<file path="config.mk">
export PLATFORM = sky130hd
export DESIGN_NAME = vga_timing_gen
export DESIGN_NICKNAME = d
export VERILOG_FILES = /design/src/rtl/vga_timing_pkg.sv /design/src/rtl/vga_sync_delay.sv /design/src/rtl/vga_timing_gen.sv
export SDC_FILE = /design/constraint.sdc
export NUM_CORES = 1
export LEC_CHECK = 0
export ABC_AREA = 0
export CORE_MARGIN = 3
export CORE_UTILIZATION = 52
export DETAILED_ROUTE_END_ITERATION = 12
export PLACE_DENSITY = 0.88
export SETUP_SLACK_MARGIN = 0.05
export SLEW_MARGIN = 20
export SYNTH_ARGS = -nofsm -noshare
export SYNTH_HDL_FRONTEND = slang
export SYNTH_SLANG_ARGS = --single-unit
</file>
<file path="constraint.sdc">
create_clock -name vga_clk -period 2.96 [get_ports vga_clk]
set_clock_uncertainty 0.15 [all_clocks]
set_input_delay 0.888 -clock vga_clk [delete_from_list [all_inputs] [get_ports vga_clk]]
set_output_delay 0.888 -clock vga_clk [all_outputs]
set_load 0.005 [all_outputs]
</file>
<file path="src/rtl/vga_timing_pkg.sv">
// Shared VGA raster constants: default 640x480@60 timing, raster-size helpers
// and sync polarity. The sync pulses on this raster are active-low.
package vga_timing_pkg;

    localparam int H_ACTIVE_DEF   = 640;
    localparam int H_FP_DEF       = 16;
    localparam int H_SYNC_DEF     = 96;
    localparam int H_BP_DEF       = 48;
    localparam int V_ACTIVE_DEF   = 480;
    localparam int V_FP_DEF       = 10;
    localparam int V_SYNC_DEF     = 2;
    localparam int V_BP_DEF       = 33;
    localparam int PIPE_DELAY_DEF = 2;

    // Counters are 10 bits wide, so neither raster dimension may exceed this.
    localparam int MAX_TOTAL      = 1024;
    localparam int MAX_PIPE_DELAY = 4;

    localparam logic SYNC_ASSERT = 1'b0;
    localparam logic SYNC_IDLE   = 1'b1;

    function automatic int h_total(input int active, input int fp, input int sync, input int bp);
        return active + fp + sync + bp;
    endfunction

    function automatic int v_total(input int active, input int fp, input int sync, input int bp);
        return active + fp + sync + bp;
    endfunction

endpackage

</file>
<file path="src/rtl/vga_sync_delay.sv">
// Fixed-depth shift register that re-times hs/vs/blank to match the pixel
// pipeline latency of the renderers. Each bit has its own reset value.
module vga_sync_delay #(
    parameter int               DEPTH     = 2,
    parameter int               WIDTH     = 3,
    parameter logic [WIDTH-1:0] RESET_VAL = '0
) (
    input  logic             clk,
    input  logic             rst_n,
    input  logic [WIDTH-1:0] din,
    output logic [WIDTH-1:0] dout
);

    logic [WIDTH-1:0] stages [DEPTH];

    always_ff @(posedge clk or negedge rst_n) begin
        if (!rst_n) begin
            for (int i = 0; i < DEPTH; i++) begin
                stages[i] <= RESET_VAL;
            end
        end else begin
            stages[0] <= din;
            for (int i = 1; i < DEPTH; i++) begin
                stages[i] <= stages[i-1];
            end
        end
    end

    assign dout = stages[DEPTH-1];

endmodule

</file>
<file path="src/rtl/vga_timing_gen.sv">
// VGA raster counter with registered sync/blank decode, pipeline-aligned
// delayed syncs, and line/frame strobes for game logic.
module vga_timing_gen
    import vga_timing_pkg::*;
#(
    parameter int H_ACTIVE   = H_ACTIVE_DEF,
    parameter int H_FP       = H_FP_DEF,
    parameter int H_SYNC     = H_SYNC_DEF,
    parameter int H_BP       = H_BP_DEF,
    parameter int V_ACTIVE   = V_ACTIVE_DEF,
    parameter int V_FP       = V_FP_DEF,
    parameter int V_SYNC     = V_SYNC_DEF,
    parameter int V_BP       = V_BP_DEF,
    parameter int PIPE_DELAY = PIPE_DELAY_DEF
) (
    input  logic        vga_clk,
    input  logic        reset_n,
    output logic [9:0]  DrawX,
    output logic [9:0]  DrawY,
    output logic        blank,
    output logic        hs,
    output logic        vs,
    output logic        hs_d,
    output logic        vs_d,
    output logic        blank_d,
    output logic        line_start,
    output logic        frame_start,
    output logic [15:0] frame_count
);

    localparam int H_TOTAL = h_total(H_ACTIVE, H_FP, H_SYNC, H_BP);
    localparam int V_TOTAL = v_total(V_ACTIVE, V_FP, V_SYNC, V_BP);

    if (H_TOTAL > MAX_TOTAL || V_TOTAL > MAX_TOTAL) begin : g_bad_size
        $error("vga_timing_gen: H_TOTAL=%0d / V_TOTAL=%0d exceed 10-bit counters", H_TOTAL, V_TOTAL);
    end
    if (PIPE_DELAY < 0 || PIPE_DELAY > MAX_PIPE_DELAY) begin : g_bad_pipe
        $error("vga_timing_gen: PIPE_DELAY=%0d outside 0..%0d", PIPE_DELAY, MAX_PIPE_DELAY);
    end

    localparam logic [9:0] H_LAST   = 10'(H_TOTAL - 1);
    localparam logic [9:0] V_LAST   = 10'(V_TOTAL - 1);
    localparam logic [9:0] H_ACT    = 10'(H_ACTIVE);
    localparam logic [9:0] V_ACT    = 10'(V_ACTIVE);
    localparam logic [9:0] HS_BEGIN = 10'(H_ACTIVE + H_FP);
    localparam logic [9:0] HS_END   = 10'(H_ACTIVE + H_FP + H_SYNC);
    localparam logic [9:0] VS_BEGIN = 10'(V_ACTIVE + V_FP);
    localparam logic [9:0] VS_END   = 10'(V_ACTIVE + V_FP + V_SYNC);

    logic [9:0]  x_q, y_q, x_next, y_next;
    logic        blank_q, hs_q, vs_q, line_start_q, frame_start_q;
    logic        blank_next, hs_next, vs_next, line_next, frame_next;
    logic [15:0] fc_q;

    always_comb begin
        x_next = x_q + 10'd1;
        y_next = y_q;
        if (x_q == H_LAST) begin
            x_next = '0;
            y_next = (y_q == V_LAST) ? '0 : y_q + 10'd1;
        end
    end

    // Decode the next position so the flags land on the same edge as the counters.
    always_comb begin
        blank_next = (x_next < H_ACT) && (y_next < V_ACT);
        hs_next    = ((x_next >= HS_BEGIN) && (x_next < HS_END)) ? SYNC_ASSERT : SYNC_IDLE;
        vs_next    = ((y_next >= VS_BEGIN) && (y_next < VS_END)) ? SYNC_ASSERT : SYNC_IDLE;
        line_next  = (x_next == '0);
        frame_next = line_next && (y_next == '0);
    end

    always_ff @(posedge vga_clk or negedge reset_n) begin
        if (!reset_n) begin
            x_q           <= '0;
            y_q           <= '0;
            blank_q       <= 1'b0;
            hs_q          <= SYNC_IDLE;
            vs_q          <= SYNC_IDLE;
            line_start_q  <= 1'b0;
            frame_start_q <= 1'b0;
            fc_q          <= '0;
        end else begin
            x_q           <= x_next;
            y_q           <= y_next;
            blank_q       <= blank_next;
            hs_q          <= hs_next;
            vs_q          <= vs_next;
            line_start_q  <= line_next;
            frame_start_q <= frame_next;
            if (frame_next) begin
                fc_q <= fc_q + 16'd1;
            end
        end
    end

    assign DrawX       = x_q;
    assign DrawY       = y_q;
    assign blank       = blank_q;
    assign hs          = hs_q;
    assign vs          = vs_q;
    assign line_start  = line_start_q;
    assign frame_start = frame_start_q;
    assign frame_count = fc_q;

    if (PIPE_DELAY == 0) begin : g_no_delay
        assign {hs_d, vs_d, blank_d} = {hs_q, vs_q, blank_q};
    end else begin : g_delay
        vga_sync_delay #(
            .DEPTH     (PIPE_DELAY),
            .WIDTH     (3),
            .RESET_VAL ({SYNC_IDLE, SYNC_IDLE, 1'b0})
        ) u_sync_delay (
            .clk   (vga_clk),
            .rst_n (reset_n),
            .din   ({hs_q, vs_q, blank_q}),
            .dout  ({hs_d, vs_d, blank_d})
        );
    end

endmodule
</file>
==> impl_metrics.env <==
export IMPL_area_leader_netlist="sky130_fd_sc_hd__dfrtp_1"
export IMPL_max_slew_margin_rel_pct=61.7
export IMPL_cts_tree="yes"
export IMPL_grt_ovfl_total=0
export IMPL_die_area_um2=5800
export IMPL_stdcell_area_um2=3290
export IMPL_postSynth_topFlopCell="sky130_fd_sc_hd__dfrtp_1"
export IMPL_ys_seq_elements=47
export IMPL_die_width_um=76.2
export IMPL_maxClockFrequency_mhz=357
export IMPL_hold_buffer_count_at_cts=0
export IMPL_finalNetCount=306
export IMPL_nFillCells=332
export IMPL_h_tree_depth=2
export IMPL_numPortBuffers=45
export IMPL_synth_cells=246
export IMPL_synth_edff_count=0
export IMPL_critical_path_max_fanout=7
export IMPL_length_in_cells_of_the_worst_reg_to_reg_path=9
export IMPL_initial_core_util_pct=56.1
export IMPL_grt_max_degree=48
export IMPL_finalWeightedCongestion=0.888
export IMPL_worst_pin_slew_ns=0.575
export IMPL_worst_setup_hold_path_clk_slew_ns=0.09
export IMPL_viasPerCell=5.70
export IMPL_timing_critical_path_arrival_ns=2.88
export IMPL_design_core_area_um2=4560
export IMPL_power_per_cell_area_nw_per_um2=344
export IMPL_fin_crit_sh_pct=94.7
export IMPL_placed_area_um2=3090
export IMPL_path_type_of_the_worst_setup_path="flop to flop"
export IMPL_cts_max_path_buffers=2
export IMPL_syn_cell_area_um2=2560
export IMPL_cellLeakagePower_nw=1.41
export IMPL_grt_pass1_wl_um=9600
export IMPL_number_of_antenna_violations_at_the_first_check_in_global_routing=0
export IMPL_ys_warn_count=0
export IMPL_drv_cap=0
export IMPL_boundaryPins=46
export IMPL_hpwl_um=4010
export IMPL_wl_per_cell_um=15.5
export IMPL_cp_start_kind="flop"
export IMPL_yosysTopAreaCellShare_pct=40.1
export IMPL_first_pass_iters=4
export IMPL_cts_root_buffer_cell="sky130_fd_sc_hd__clkbuf_8"
export IMPL_holdCritPathClass="flop to flop"
export IMPL_run_status="completed"
export IMPL_vias=2080
export IMPL_synth_cell_types=54
export IMPL_unrepaired_setup_endpoints_after_global_routing="false"
export IMPL_yosys_top_cells_count="sky130_fd_sc_hd__dfrtp_1, sky130_fd_sc_hd__nand2_1, sky130_fd_sc_hd__xor2_1"
export IMPL_fp_row_count=24
export IMPL_dp_worst_setup_slack_ns=0.0878
export IMPL_synth_top_cells_by_area="sky130_fd_sc_hd__dfrtp_1, sky130_fd_sc_hd__xor2_1, sky130_fd_sc_hd__dfstp_2, sky130_fd_sc_hd__nor3_2, sky130_fd_sc_hd__nand2_1"
export IMPL_finalMaxSlewViolations=0
export IMPL_mappedNetlistNets=253
export IMPL_first_iter_violations=104
export IMPL_cts_sink_count=47
export IMPL_cts_buffers_inserted=5
export IMPL_drc_violation_count_after_routing=0
export IMPL_clkLatencyLatePin_ns=0.30
export IMPL_peakVddDrop_mv=0.212
export IMPL_avgSynthCellArea_um2=10.4
export IMPL_totalWireLength_um=5660
export IMPL_die_height_um=76.2
export IMPL_number_of_nets_with_antenna_violations_after_routing=0
export IMPL_crit_path_end_kind="flop"
export IMPL_setup_ws_post_layout_ns=0.157
export IMPL_final_min_clock_period_ns=2.80
export IMPL_synth_most_common_cell="sky130_fd_sc_hd__dfrtp_1"
export IMPL_share_of_final_layout_standard_cells_stronger_than_drive_strength_1_pct=20.7
export IMPL_antenna_diode_count=0
export IMPL_sequential_area_share_after_synthesis_pct=46.2
export IMPL_area_growth_synth_to_final_pct=28.3
export IMPL_pwr_total_mw=1.13
export IMPL_final_util_pct=72.0
export IMPL_hold_viol_final=0
export IMPL_worstHoldPathCells=0
export IMPL_postSynth_asyncResetShare_pct=100
export IMPL_setup_tns_after_final_layout_ns=0
export IMPL_required_ns=3.04
export IMPL_grt_usage_pct=20.2
export IMPL_vias_in_the_first_global_route=1982
export IMPL_finalSetupViolCount=0
==> layer usage <==
| metal | GRT usage [%] | up-vias | part of all wire (%) |
|---|---|---|---|
| met5 | 0 | - | 0 |
| li1 | - | 991 | - |
| met2 | 31.6 | 64 | 48 |
| met1 | 28.1 | 1016 | 45 |
| met3 | 3.43 | 9 | 5.0 |
| met4 | 7.43 | 0 | 1.6 |
==> where the power goes <==
| part | total (mW) | internal [mW] | switching [mW] |
|---|---|---|---|
| Sequential | 0.642 | 0.642 | 0 |
| Combinational | 0.0130 | 0.00133 | 0.0117 |
| Clock | 0.477 | 0.252 | 0.225 |
| Total | 1.13 | 0.895 | 0.237 |
==> layout by cell type, fill, tap and decap left out, types with 2 or more instances in the layout <==
cell type	Yosys	final
sky130_fd_sc_hd__a21oi_1	4	4
sky130_fd_sc_hd__clkdlybuf4s50_1	0	44
sky130_fd_sc_hd__xnor2_1	8	8
sky130_fd_sc_hd__or2_2	4	4
sky130_fd_sc_hd__buf_4	0	15
sky130_fd_sc_hd__nand2b_1	2	2
sky130_fd_sc_hd__and4_1	4	3
sky130_fd_sc_hd__o21ai_0	8	8
sky130_fd_sc_hd__nor3_1	5	5
sky130_fd_sc_hd__xor2_1	20	20
sky130_fd_sc_hd__ha_1	5	4
sky130_fd_sc_hd__nor3b_1	2	2
sky130_fd_sc_hd__and3_1	6	6
sky130_fd_sc_hd__nand3_1	15	15
sky130_fd_sc_hd__nor4_4	1	4
sky130_fd_sc_hd__nand3b_1	2	2
sky130_fd_sc_hd__nor2_1	14	14
sky130_fd_sc_hd__dfrtp_1	41	41
sky130_fd_sc_hd__nor3_2	10	10
sky130_fd_sc_hd__inv_1	6	6
sky130_fd_sc_hd__o31ai_1	2	2
sky130_fd_sc_hd__clkbuf_8	0	5
sky130_fd_sc_hd__nand4_1	11	11
sky130_fd_sc_hd__or3_1	3	3
sky130_fd_sc_hd__dfstp_2	6	6
sky130_fd_sc_hd__nand2_1	21	21
sky130_fd_sc_hd__nand4bb_1	2	2
sky130_fd_sc_hd__nor4_2	4	2
==> final cells by class <==
| class | instances | area (µm²) | share of cell area (%) |
|---|---|---|---|
| well taps | 65 | 81.3 | 2.48 |
| clock inverters | 3 | 43.8 | 1.33 |
| inverters | 7 | 26.3 | 0.800 |
| repair buffers | 60 | 558 | 17.0 |
| multi-input cells | 178 | 1320 | 40.3 |
| clock buffers | 5 | 68.8 | 2.09 |
| flip-flops and latches | 47 | 1180 | 36.0 |
==> sequential cells by signal (all words and copies together) (netlist names) <==
register	flops
DrawX	10
g_delay.u_sync_delay.stages	3
frame_count	16
hs	1
g_delay.u_sync_delay.dout	3
frame_start	1
line_start	1
blank	1
vs	1
DrawY	10
==> worst max-delay path, stage by stage (launching register included) <==
cell and delay (ns):
sky130_fd_sc_hd__dfrtp_1 0.40, sky130_fd_sc_hd__ha_2 0.24, sky130_fd_sc_hd__nand4_4 0.19, sky130_fd_sc_hd__nor4_2 0.34, sky130_fd_sc_hd__o221ai_1 0.27, sky130_fd_sc_hd__nor4_4 0.38, sky130_fd_sc_hd__o211ai_4 0.15, sky130_fd_sc_hd__buf_4 0.20
sky130_fd_sc_hd__nor3_1 0.23, sky130_fd_sc_hd__xor2_1 0.17
==> through the flow <==
stage	std cells	hold WS (ns)
floorplan	246	0.181
global placement	351	0.183
detailed placement	351	0.197
CTS	359	0.211
global route	365	0.214
finish	365	0.209
==> worst paths after layout <==
kind / from / to / slack [ns]
worst max-delay path: DrawX[1]$_DFF_PN0_ / frame_count[4]$_DFFE_PN0P_ / 0.16
worst min-delay path: g_delay.u_sync_delay.stages[5]$_DFF_PN1_ / g_delay.u_sync_delay.dout[2]$_DFF_PN1_ / 0.21
worst max register to register: DrawX[1]$_DFF_PN0_ / frame_count[4]$_DFFE_PN0P_ / 0.16
worst min register to register: g_delay.u_sync_delay.stages[5]$_DFF_PN1_ / g_delay.u_sync_delay.dout[2]$_DFF_PN1_ / 0.21
max in group asynchronous: reset_n / DrawY[1]$_DFF_PN0_ / 1.76
min in group asynchronous: reset_n / DrawX[6]$_DFF_PN0_ / 0.51
==> repair_timing <==
| item | 4_1_cts | 5_1_grt |
|---|---|---|
| setup endpoints to repair | 0 | 13 |
| resized for setup | 0 | 6 |
| setup buffers | 0 | 6 |
==> kinds of logic (layout without fill, tap and decap cells) <==
logic type	count (synthesis)	after routing	synth area share, %
AO/OA/AOI/OAI	29	29	8.90
buffers and inverters	21	75	3.47
XOR/XNOR	28	28	9.58
flip-flops	47	47	46.2
adder cells (fa/ha/maj)	5	5	2.44
multiplexers	2	2	0.831
AND/OR/NAND/NOR	114	114	28.5
Power figures use the tool's default switching activity.
